==> src/rtl/instr_loader.sv <==
// instr_loader: receives a program-load byte stream and writes it into
// instruction memory one 32-bit word at a time.
//
// Stream: 16-bit big-endian word count N, then N big-endian 32-bit words,
// then one checksum byte equal to the XOR of all data bytes.
//
// Ports
//   clk, rst      clock and asynchronous active-high reset
//   start         single-cycle load request (honoured in IDLE, DONE, ERROR)
//   rx_data       incoming stream byte
//   rx_valid      rx_data valid; a byte moves when rx_valid and rx_ready are both 1
//   rx_ready      loader can accept a byte this cycle
//   imem_we       one-cycle write strobe to instruction memory
//   imem_addr     word index of the write (held until the next write)
//   imem_wdata    assembled word (held until the next write)
//   cpu_rst       processor reset, released only after a good load
//   busy          load in progress
//   done          last load finished with a matching checksum
//   error         last load aborted (bad length or bad checksum)
//   words_loaded  words written in the current or last load
//
// state  | meaning
// IDLE   | waiting for start after reset
// LEN_HI | expecting high byte of word count
// LEN_LO | expecting low byte of word count, then range check
// DATA   | assembling and writing words
// CSUM   | expecting checksum byte
// DONE   | load good, processor released
// ERROR  | load aborted, processor held in reset

module instr_loader #(
  parameter int MAX_WORDS = 1024
) (
  input  logic        clk,
  input  logic        rst,
  input  logic        start,
  input  logic [7:0]  rx_data,
  input  logic        rx_valid,
  output logic        rx_ready,
  output logic        imem_we,
  output logic [9:0]  imem_addr,
  output logic [31:0] imem_wdata,
  output logic        cpu_rst,
  output logic        busy,
  output logic        done,
  output logic        error,
  output logic [10:0] words_loaded
);

  typedef enum logic [2:0] {
    IDLE   = 3'd0,
    LEN_HI = 3'd1,
    LEN_LO = 3'd2,
    DATA   = 3'd3,
    CSUM   = 3'd4,
    DONE   = 3'd5,
    ERROR  = 3'd6
  } state_t;

  localparam logic [16:0] MAX_LEN = 17'(MAX_WORDS);

  state_t      state, next_state;
  logic [7:0]  len_hi;
  logic [15:0] len;
  logic [23:0] asm_word;
  logic [1:0]  byte_cnt;
  logic [7:0]  csum;

  logic        xfer;
  logic        load_start;
  logic [15:0] len_full;
  logic        len_bad;
  logic        word_done;
  logic        last_word;

  assign xfer       = rx_valid && rx_ready;
  assign load_start = start && (state == IDLE || state == DONE || state == ERROR);
  assign len_full   = {len_hi, rx_data};
  assign len_bad    = (len_full == 16'd0) || ({1'b0, len_full} > MAX_LEN);
  assign word_done  = (state == DATA) && xfer && (byte_cnt == 2'd3);
  // words_loaded still counts prior words when the final byte of a word arrives
  assign last_word  = ({5'd0, words_loaded} == (len - 16'd1));

  always_ff @(posedge clk or posedge rst) begin
    if (rst) state <= IDLE;
    else     state <= next_state;
  end

  always_comb begin
    next_state = state;
    rx_ready   = 1'b0;
    busy       = 1'b0;
    done       = 1'b0;
    error      = 1'b0;
    cpu_rst    = 1'b1;
    case (state)
      IDLE: begin
        if (start) next_state = LEN_HI;
      end
      LEN_HI: begin
        rx_ready = 1'b1;
        busy     = 1'b1;
        if (xfer) next_state = LEN_LO;
      end
      LEN_LO: begin
        rx_ready = 1'b1;
        busy     = 1'b1;
        if (xfer) next_state = len_bad ? ERROR : DATA;
      end
      DATA: begin
        rx_ready = 1'b1;
        busy     = 1'b1;
        if (word_done && last_word) next_state = CSUM;
      end
      CSUM: begin
        rx_ready = 1'b1;
        busy     = 1'b1;
        if (xfer) next_state = (rx_data == csum) ? DONE : ERROR;
      end
      DONE: begin
        done    = 1'b1;
        cpu_rst = 1'b0;
        if (start) next_state = LEN_HI;
      end
      ERROR: begin
        error = 1'b1;
        if (start) next_state = LEN_HI;
      end
      default: next_state = IDLE;
    endcase
  end

  always_ff @(posedge clk or posedge rst) begin
    if (rst) begin
      len_hi       <= 8'd0;
      len          <= 16'd0;
      asm_word     <= 24'd0;
      byte_cnt     <= 2'd0;
      csum         <= 8'd0;
      imem_we      <= 1'b0;
      imem_addr    <= 10'd0;
      imem_wdata   <= 32'd0;
      words_loaded <= 11'd0;
    end else begin
      imem_we <= 1'b0;
      if (load_start) begin
        words_loaded <= 11'd0;
        byte_cnt     <= 2'd0;
        csum         <= 8'd0;
      end
      if (state == LEN_HI && xfer) len_hi <= rx_data;
      if (state == LEN_LO && xfer) len    <= len_full;
      if (state == DATA && xfer) begin
        asm_word <= {asm_word[15:0], rx_data};
        byte_cnt <= byte_cnt + 2'd1;
        csum     <= csum ^ rx_data;
        if (byte_cnt == 2'd3) begin
          imem_we      <= 1'b1;
          imem_wdata   <= {asm_word, rx_data};
          imem_addr    <= words_loaded[9:0];
          words_loaded <= words_loaded + 11'd1;
        end
      end
    end
  end

endmodule

==> config.mk <==
export PLATFORM = sky130hd
export DESIGN_NAME = instr_loader
export DESIGN_NICKNAME = d
export VERILOG_FILES = /design/src/rtl/instr_loader.sv
export SDC_FILE = /design/constraint.sdc
export NUM_CORES = 1
export LEC_CHECK = 0
export CAP_MARGIN = 20
export CORE_AREA = 2 2 118 120
export CTS_CLUSTER_SIZE = 12
export DETAILED_ROUTE_END_ITERATION = 8
export DIE_AREA = 0 0 120 122
export PLACE_DENSITY = 0.59
export SLEW_MARGIN = 10
export SYNTH_ARGS = -nofsm -noshare
export SYNTH_HDL_FRONTEND = slang
export SYNTH_SLANG_ARGS = --single-unit
export TNS_END_PERCENT = 10
==> constraint.sdc <==
create_clock -name clk -period 11.6 [get_ports clk]
set_input_delay 2.32 -clock clk [delete_from_list [all_inputs] [get_ports clk]]
set_output_delay 2.32 -clock clk [all_outputs]
set_load 0.005 [all_outputs]
==> metrics.yaml <==
die_h_um: 122
yosys.area.top_type: "dfrtp_1"
clk_latency_ns: 0.40
cts_hold_buf: 0
die_x_um: 120
synth_xor_area_share_pct: 5.14
rsz0062_at_grt: "no"
syn-num-nets: 562
drc: 0
drt-total-wl_um: 11900
synth_edf_count: 0
die-area_um2: 14600
fin_nets: 631
netlist_area_um2: 5110
synth_top_area_share_pct: 56.3
synth.area.top_cells: "dfrtp_1 56%, nand2_1 16%, mux2_2 4.4%"
routedWlPerCell_um: 14.8
routed.top_layer: "met4"
dr_wl_met2_um: 5990
place_hpwl_um: 8140
grtUsageTotal_pct: 17.4
layout_commonest_cell: "nand2_1"
via_per_inst: 4.91
io_pins: 71
critical_path_required_ns: 11.87
layout_min_cycle_time_ns: 4.64
ys.warnings.count: 0
design_area_um2: 6540
period_share_pct: 40.0
insertedDiodeCount: 0
ys.flop_type: "dfrtp_1"
grt_max_degree: 87
end_kind: "flop"
syn_to_final_growth_pct: 27.9
post_cts_buffers: 0
slew_headroom_pct: 52.1
setup_slack_ns: 6.96
grt_antenna_before_repair: 0
root_buffer: "clkbuf_16"
first_iter_violations: 264
start_kind: "input port"
p_total_w: 0.00167
placed_area_um2: 5980
post-place-ws_ns: 6.47
synthAdderAreaFrac_pct: 0.734
cp_data_arrival_time_ns: 4.92
fin_skew_ns: 0.00710
tightestPinTransition_ns: 0.718
final_cell_mix: "214 x nand2_1, 115 x dfrtp_1, 70 x clkdlybuf4s50_1"
io_buffers: 70
async_reset_ff_share_pct: 100
start_util_pct: 37.9
h-tree-depth: 4
synth_cells: 547
muxShareOfSynthArea_pct: 4.80
numCtsBuffers: 17
finalSetupViolCount: 0
ys_ff_latch: 115
cts_repair_resize_count: 0
cap_violations: 0
vias: 3962
grt_remaining_overflow: 0
ir_drop_mv: 0.112
clkTransAtPathRegs_ns: 0.05
clock-sinks: 115
hp-class: "flop to flop"
ys_seq_area_share_pct: 56.3
p_leak_nw: 3.04
wl_met1_um: 5240
synth.distinct_cells: 44
worst-setup-path-type: "input port to flop"
yosys.area_share.simple_pct: 24.4
fmax_mhz: 215
tns_ns: 0
layout-drive-gt1-share_pct: 9.57
synth-compound-area-share_pct: 5.87
rows: 43
synth_top_family_by_area: "simple AND/OR/NAND/NOR gates"
core_um2: 13500
cts_buffer_depth: 2
hold_violations: 0
first_pass_iters: 5
status: "completed"
postRouteAntennaNets: 0
finalWeightedCongestion: 0.804
grt_pass1_vias: 3982
crit_fanout: 45
cts_tree: "yes"
route.met3.wl_um: 540
avgSynthCellArea_um2: 9.35
power_density_nw_per_um2: 255
post-route-util_pct: 48.4
grt_pass1_wl_um: 19800
finalMaxSlewViolations: 0
==> state kept, by name, summed over array words and instances (netlist names) <==
name          count
imem_addr        10
byte_cnt          2
words_loaded     11
imem_we           1
len_hi            8
state             3
asm_word         24
len              16
csum              8
imem_wdata       32
==> worst max-delay path, stage by stage <==
cell             delay, ns
clkdlybuf4s50_1       0.52
and4b_1               0.24
buf_4                 0.30
nand2_1               0.42
inv_2                 0.69
nand4_1               0.19
xor2_1                0.16
nor2_1                0.05
==> final timing paths <==
check,depth (start not counted),endpoint,slack (ns),from
worst min register to register,2,imem_addr[4],0.47,imem_addr[4]
min in group asynchronous,2,imem_wdata[0],2.26,rst
worst max-delay path,8,words_loaded[3],6.96,rx_valid
worst min-delay path,2,imem_addr[4],0.47,imem_addr[4]
max in group asynchronous,4,imem_wdata[10],8.27,rst
worst max register to register,7,words_loaded[3],8.72,state[0]
==> cell type report <==
| type | instances | area [um^2] |
|---|---|---|
| clock buffer | 20 | 447 |
| clock inverter | 10 | 87.6 |
| fill | 1267 | 6970 |
| inverter | 11 | 43.8 |
| multi-input combinational | 395 | 2090 |
| sequential | 115 | 2880 |
| tap | 180 | 225 |
| timing repair buffer | 76 | 766 |
==> cells in the mapped netlist, types with 2 or more instances <==
cell type	number
nand4b_1	2
nor2_1	25
mux2_2	20
mux2i_1	2
xor2_1	9
nand2b_1	4
xnor2_1	21
nor4b_1	3
buf_1	5
o31ai_1	3
a21oi_1	3
dfrtp_1	115
or4_1	2
nor4_1	8
nor2b_1	2
nand4_1	8
ha_1	3
a31oi_1	3
nor3_1	6
a32oi_1	2
o21ai_0	29
o21a_1	2
nand2_1	214
o211ai_1	4
clkbuf_1	19
nand3_1	5
and3b_1	2
inv_1	10
==> per-stage QoR <==
stage	hold WS, ns	cells
6_report	0.468	807
5_1_grt	0.495	807
4_1_cts	0.475	806
3_5_place_dp	0.462	776
3_3_place_gp	0.452	776
2_1_floorplan	0.439	547
==> logic make-up (layout without fill, tap and decap cells) <==
logic type | Yosys count | after routing
buffers and inverters | 37 | 117
muxes | 22 | 22
DFF | 115 | 115
xor gates and xnor gates | 30 | 30
and+or+nand+nor | 290 | 290
AOI/OAI and AO/OA | 50 | 50
adders and majority gates | 3 | 3
==> report_power, final <==
| part | switching, W | internal, W |
|---|---|---|
| clock | 0.000177 | 0.000295 |
| combinational | 0.000226 | 0.000276 |
| sequential | 0.000137 | 0.000555 |
| total | 0.000540 | 0.00113 |
==> routing by layer <==
metal | GRT usage, % | vias up
met5 | 0 | -
met4 | 4.71 | 0
met3 | 4.92 | 11
met2 | 28.9 | 79
met1 | 22.3 | 1937
li1 | - | 1935
Power figures use the tool's default switching activity.
